$ cat src/rtl/usb_pkg.sv
// usb_pkg: sizing constants and small helpers shared by the USB receive
// path (rcv_usb, rx_data_buffer) and the transmit buffer.
//   USB_DEPTH  : byte capacity of a packet data buffer
//   USB_PTR_W  : width of read/write pointers (wrap at USB_DEPTH)
//   USB_OCC_W  : width of the occupancy counter (holds 0..USB_DEPTH)
package usb_pkg;

   localparam int unsigned USB_DEPTH = 64;
   localparam int unsigned USB_PTR_W = 6;
   localparam int unsigned USB_OCC_W = 7;

   // Accepted operation in a cycle, encoded as {write, read}
   typedef enum logic [1:0] {
      OP_IDLE = 2'b00,
      OP_RD   = 2'b01,
      OP_WR   = 2'b10,
      OP_RDWR = 2'b11
   } buf_op_e;

   // Pointer advance; natural modulo-2^USB_PTR_W wrap gives 63 -> 0
   function automatic logic [USB_PTR_W-1:0] ptr_next(input logic [USB_PTR_W-1:0] p);
      return p + 1'b1;
   endfunction

endpackage

$ cat src/rtl/rx_buffer_mem.sv
// rx_buffer_mem: byte storage for the RX data buffer.
// Register array with one synchronous write port and one asynchronous read
// port. Contents are not reset.
//   clk_i   : write clock
//   we_i    : write enable
//   waddr_i : write address
//   wdata_i : write data byte
//   raddr_i : read address
//   rdata_o : read data (combinational from raddr_i)
module rx_buffer_mem #(
   parameter int unsigned DEPTH = 64,
   parameter int unsigned AW    = 6
) (
   input  logic          clk_i,
   input  logic          we_i,
   input  logic [AW-1:0] waddr_i,
   input  logic [7:0]    wdata_i,
   input  logic [AW-1:0] raddr_i,
   output logic [7:0]    rdata_o
);

   logic [7:0] mem_q [DEPTH];

   always_ff @(posedge clk_i) begin
      if (we_i) begin
         mem_q[waddr_i] <= wdata_i;
      end
   end

   assign rdata_o = mem_q[raddr_i];

endmodule

$ cat src/rtl/rx_data_buffer.sv
// rx_data_buffer: show-ahead byte FIFO between the USB receiver and the
// bus-side reader.
//   clk                  : system clock
//   n_rst                : asynchronous active-low reset
//   flush                : discard all buffered bytes (highest priority)
//   store_rx_packet_data : write strobe from USB RX
//   rx_packet_data       : byte written on store
//   get_rx_data          : read strobe from bus side
//   rx_data              : byte at head of buffer
//   buffer_occupancy     : number of bytes held (0..DEPTH)
//   full / empty         : registered occupancy flags
//   overflow             : sticky, set when a store is dropped
module rx_data_buffer
   import usb_pkg::*;
#(
   parameter int unsigned DEPTH = USB_DEPTH
) (
   input  logic                 clk,
   input  logic                 n_rst,
   input  logic                 flush,
   input  logic                 store_rx_packet_data,
   input  logic [7:0]           rx_packet_data,
   input  logic                 get_rx_data,
   output logic [7:0]           rx_data,
   output logic [USB_OCC_W-1:0] buffer_occupancy,
   output logic                 full,
   output logic                 empty,
   output logic                 overflow
);

   logic [USB_PTR_W-1:0] wptr_q, wptr_d;
   logic [USB_PTR_W-1:0] rptr_q, rptr_d;
   logic [USB_OCC_W-1:0] occ_q, occ_d;
   logic                 full_q, full_d;
   logic                 empty_q, empty_d;
   logic                 ovf_q, ovf_d;
   logic                 wr_en, rd_en;
   buf_op_e              op;
   logic [7:0]           mem_rdata;

   always_comb begin
      // A store while full succeeds only if a read frees a slot the same cycle
      wr_en = store_rx_packet_data && (!full_q || get_rx_data) && !flush;
      rd_en = get_rx_data && !empty_q && !flush;
      op    = buf_op_e'({wr_en, rd_en});

      wptr_d = wptr_q;
      rptr_d = rptr_q;
      occ_d  = occ_q;
      ovf_d  = ovf_q | (store_rx_packet_data && full_q && !get_rx_data);

      if (flush) begin
         wptr_d = '0;
         rptr_d = '0;
         occ_d  = '0;
         ovf_d  = 1'b0;
      end else begin
         if (wr_en) wptr_d = ptr_next(wptr_q);
         if (rd_en) rptr_d = ptr_next(rptr_q);
         case (op)
            OP_WR:   occ_d = occ_q + 1'b1;
            OP_RD:   occ_d = occ_q - 1'b1;
            default: occ_d = occ_q;
         endcase
      end

      full_d  = (occ_d == USB_OCC_W'(DEPTH));
      empty_d = (occ_d == '0);
   end

   always_ff @(posedge clk or negedge n_rst) begin
      if (!n_rst) begin
         wptr_q  <= '0;
         rptr_q  <= '0;
         occ_q   <= '0;
         full_q  <= 1'b0;
         empty_q <= 1'b1;
         ovf_q   <= 1'b0;
      end else begin
         wptr_q  <= wptr_d;
         rptr_q  <= rptr_d;
         occ_q   <= occ_d;
         full_q  <= full_d;
         empty_q <= empty_d;
         ovf_q   <= ovf_d;
      end
   end

   // Writes are blocked while reset is held so an in-flight store is aborted
   rx_buffer_mem #(
      .DEPTH (DEPTH),
      .AW    (USB_PTR_W)
   ) u_mem (
      .clk_i   (clk),
      .we_i    (wr_en && n_rst),
      .waddr_i (wptr_q),
      .wdata_i (rx_packet_data),
      .raddr_i (rptr_q),
      .rdata_o (mem_rdata)
   );

   // Memory is never cleared, so the head is forced to zero while empty to
   // present 8'h00 after reset or flush.
   always_comb begin
      rx_data = empty_q ? 8'h00 : mem_rdata;
   end

   assign buffer_occupancy = occ_q;
   assign full             = full_q;
   assign empty            = empty_q;
   assign overflow         = ovf_q;

endmodule

$ cat config.mk
export PLATFORM = sky130hd
export DESIGN_NAME = rx_data_buffer
export DESIGN_NICKNAME = d
export VERILOG_FILES = /design/src/rtl/usb_pkg.sv /design/src/rtl/rx_buffer_mem.sv /design/src/rtl/rx_data_buffer.sv
export SDC_FILE = /design/constraint.sdc
export NUM_CORES = 1
export LEC_CHECK = 0
export BUFFER_PORTS_ARGS = -buffer_cell sky130_fd_sc_hd__buf_2
export CORE_ASPECT_RATIO = 2
export CORE_MARGIN = 1
export CORE_UTILIZATION = 35
export DETAILED_ROUTE_END_ITERATION = 10
export GPL_ROUTABILITY_DRIVEN = 0
export PLACE_DENSITY_LB_ADDON = 0.25
export SYNTH_ARGS = -nofsm -noshare
export SYNTH_HDL_FRONTEND = slang
export SYNTH_SLANG_ARGS = --single-unit
$ cat constraint.sdc
create_clock -name clk -period 3.8 [get_ports clk]
set_input_delay 0.38 -clock clk [delete_from_list [all_inputs] [get_ports clk]]
set_output_delay 0.38 -clock clk [all_outputs]
set_load 0.02 [all_outputs]
==> results.cfg <==
[run_status]
outcome = complete, no violations

[synthesis]
synth_warnings = 0
ys_ff_latch = 534
yosys.cell_types.count = 56
synth_edf_count = 512
synth_fp_nets = 1167
yosysSeqAreaShare_pct = 74.4
syn_area_per_cell_sq_um = 18.6
ys.flop_type = edfxtp_1
syn_area_sq_um = 21400
async_flop_share_pct = 4.12
syn_inst = 1149

[sta]
rsz0062_at_grt = no
tightest_slew_ns = 1.11
fin_hold_ws_ns = 0.0980
max_clock_freq_mhz = 278
tns_ns = 0
max-slew-margin-rel_pct = 26.1
fin_skew_ns = 0.0235
setup_viol = 0
slew_violations = 0
post-route-min-period_ns = 3.59
min_period_over_period_pct = 94.5
hold_viol = 0
worst_slack_ns = 0.208

[setup_path]
rr_endpoint = empty
regToRegSetupSlack_ns = 0.66
path_depth = 6
crit_start = rptr_q[1]
critical_path.max_fanout = 27
r2r-start = full
crit_required_ns = 3.42
start_kind = register
critPathTopFamily = compound AO/OA/AOI/OAI gates
path_buf_inv = 2
crit_arrival_ns = 3.21
path_class = reg2out
reg2reg_depth = 11
endpoint_kind = output port
critPathSlowestCell = dfrtp_4
crit_path_max_incr_delay_ns = 0.68
path_cells = and2_0 > buf_4 > a221oi_1 > o21ai_0 > a31oi_1 > buf_2

[clock_network]
cts_sinks = 534
cts_made_buffers = 46
ctsResizeCount = 0
cts_max_level = 2
cts_tree = built
root_buffer = clkbuf_16
clkSlewWorstSetupHoldPaths_ns = 0.07
insertion_delay_ns = 0.58
cts.path.max_buffers = 3

[run]
drv_cap = 0

[hold_path]
worstHoldPathType = in2reg
min_delay_path_depth = 3
min_to = overflow
min_from = store_rx_packet_data

[drt]
postRouteAntennaNets = 0
routed_wl_microns = 54600
viasPerCell = 5.30
drtPass1Iterations = 5
wl_per_cell_microns = 26.2
post-route-drc-count = 0
num_vias = 11042
drtIter0Drc = 844

[global_route]
grt_pass1_vias = 11581
antenna_found_initial = 0
grt-ovfl-total = 0
grt_usage_pct = 18.1
grt_pass1_wl_microns = 80100
grt_max_degree = 50

[floorplan]
die_w_microns = 177
coreArea_sq_um = 60200
dieArea_sq_um = 62200
core.rowCount = 127
start_util_pct = 35.5
die_height_microns = 352
ios = 31

[power]
total_power_mw = 13.0
powerDensity_nw_per_um2 = 527
leakagePower_nw = 7.82
vdd_drop_max_mv = 0.370

[placement]
io_buffer_count = 30
placed_area_sq_um = 23100
dpl.cell_count = 1999
dpl.hpwl_microns = 37400
pre_cts_slack_ns = 0.531

[final_layout]
area_growth_pct = 14.8
nNetsFinal = 1296
final_layout_size_suffix_gt1_share_pct = 25.1
final_cell_area_sq_um = 24600
stdcell_count = 2085
num-fill-cells = 5326
final_core_util_pct = 40.8
antenna_cells = 0
==> what timing repair did <==
item / CTS / global route
hold buffers: 1 / 0
endpoints found under the setup margin: 1 / 0
hold endpoints to repair: 12 / 0
buffers inserted: 4 / 0
==> how the worst max path moves through the flow <==
stage	slack [ns]	endpoint
floorplan	0.43	empty
global placement	0.58	empty
detailed placement	0.53	empty
CTS	0.16	rx_data[3]
global route	0.08	rx_data[3]
finish	0.21	rx_data[5]
==> cells in the mapped netlist, types with 2 or more instances <==
cell type,n,area (sq um)
mux4_2,87,1960
and4b_1,2,20.0
nand3b_1,5,37.5
nand2b_1,6,37.5
buf_4,13,97.6
xnor2_1,3,26.3
o21ai_0,18,90.1
buf_1,5,18.8
nand3_1,21,105
a22oi_1,27,203
inv_1,3,11.3
nor2_1,92,345
or2_2,2,12.5
nor3_1,3,15.0
clkbuf_1,35,131
o22ai_1,3,18.8
a221oi_1,14,123
a221o_1,8,80.1
nand4_1,3,18.8
nand2_1,38,143
nor2b_1,15,93.8
mux2_2,14,158
a21oi_1,11,55.1
buf_2,14,70.1
a31oi_1,20,125
or4b_1,2,20.0
nand4b_1,2,17.5
o221ai_1,2,17.5
o211ai_1,5,37.5
a22o_1,7,61.3
or3_1,2,12.5
a21o_1,5,37.5
buf_6,4,45.0
xor2_1,10,87.6
or3b_2,2,17.5
mux2i_1,91,911
edfxtp_1,512,15400
ha_1,5,62.6
dfrtp_1,21,526
==> sequential cells by signal, summed over array words and instances (netlist names) <==
name and cells:
u_mem.mem_q 512, buffer_occupancy 7, rptr_q 6, wptr_q 6, empty 1, full 1
overflow 1
==> where the power goes <==
group	switching [mW]	internal, mW
clock network	2.10	2.54
registers	0.0770	6.48
logic	0.955	0.803
total	3.13	9.82
==> worst min-delay path, delay by kind of cell <==
kind                   cells  cell delay (ns)
AO/OA/AOI/OAI              1             0.08
AND/OR/NAND/NOR            1             0.08
buffers and inverters      1             0.10
==> routing by layer <==
metal	part of all wire [%]	track usage, %
met3	2.8	1.65
met2	58	35.7
met5	0	0
met4	3.5	6.79
met1	35	19.4
==> cells in the final DEF (no fill, tap or decap), drive strengths merged, types with 3 or more instances in the layout <==
master  synthesis  routed
edfxtp        512     512
buf            36     151
nor2           92      92
mux2i          91      91
mux4           87      87
clkbuf         35      55
nand2          38      38
a22oi          27      27
nand3          21      21
dfrtp          21      21
a31oi          20      20
clkinv          0      19
o21ai          18      18
nor2b          15      15
mux2           15      15
a221oi         14      14
a21oi          11      11
xor2           10      10
a221o           8       8
a22o            7       7
nand2b          6       6
a21o            5       5
nand3b          5       5
o211ai          5       5
ha              5       5
inv             3       5
bufinv          0       4
nor3            3       3
o22ai           3       3
nand4           3       3
xnor2           3       3
==> cell families (layout without fill, tap and decap cells) <==
| family | Yosys count | in the layout | synth area share, % |
|---|---|---|---|
| XOR/XNOR | 13 | 13 | 0.532 |
| flip-flops | 534 | 534 | 74.4 |
| adder cells (fa/ha/maj) | 5 | 5 | 0.292 |
| AO/OA/AOI/OAI | 127 | 127 | 4.26 |
| buffers and inverters | 74 | 236 | 1.75 |
| multiplexers | 193 | 193 | 14.2 |
| AND/OR/NAND/NOR | 203 | 203 | 4.49 |
==> final cells by class <==
class / count / area [sq um] / share of cell area [%]
Clock inverter: 26 / 239 / 0.973
Tap cell: 774 / 968 / 3.94
Multi-Input combinational cell: 541 / 5090 / 20.7
Clock buffer: 55 / 1210 / 4.91
Inverter: 3 / 11.3 / 0.0459
Timing Repair Buffer: 152 / 1110 / 4.50
Sequential cell: 534 / 15900 / 64.9
Power figures use the tool's default switching activity.
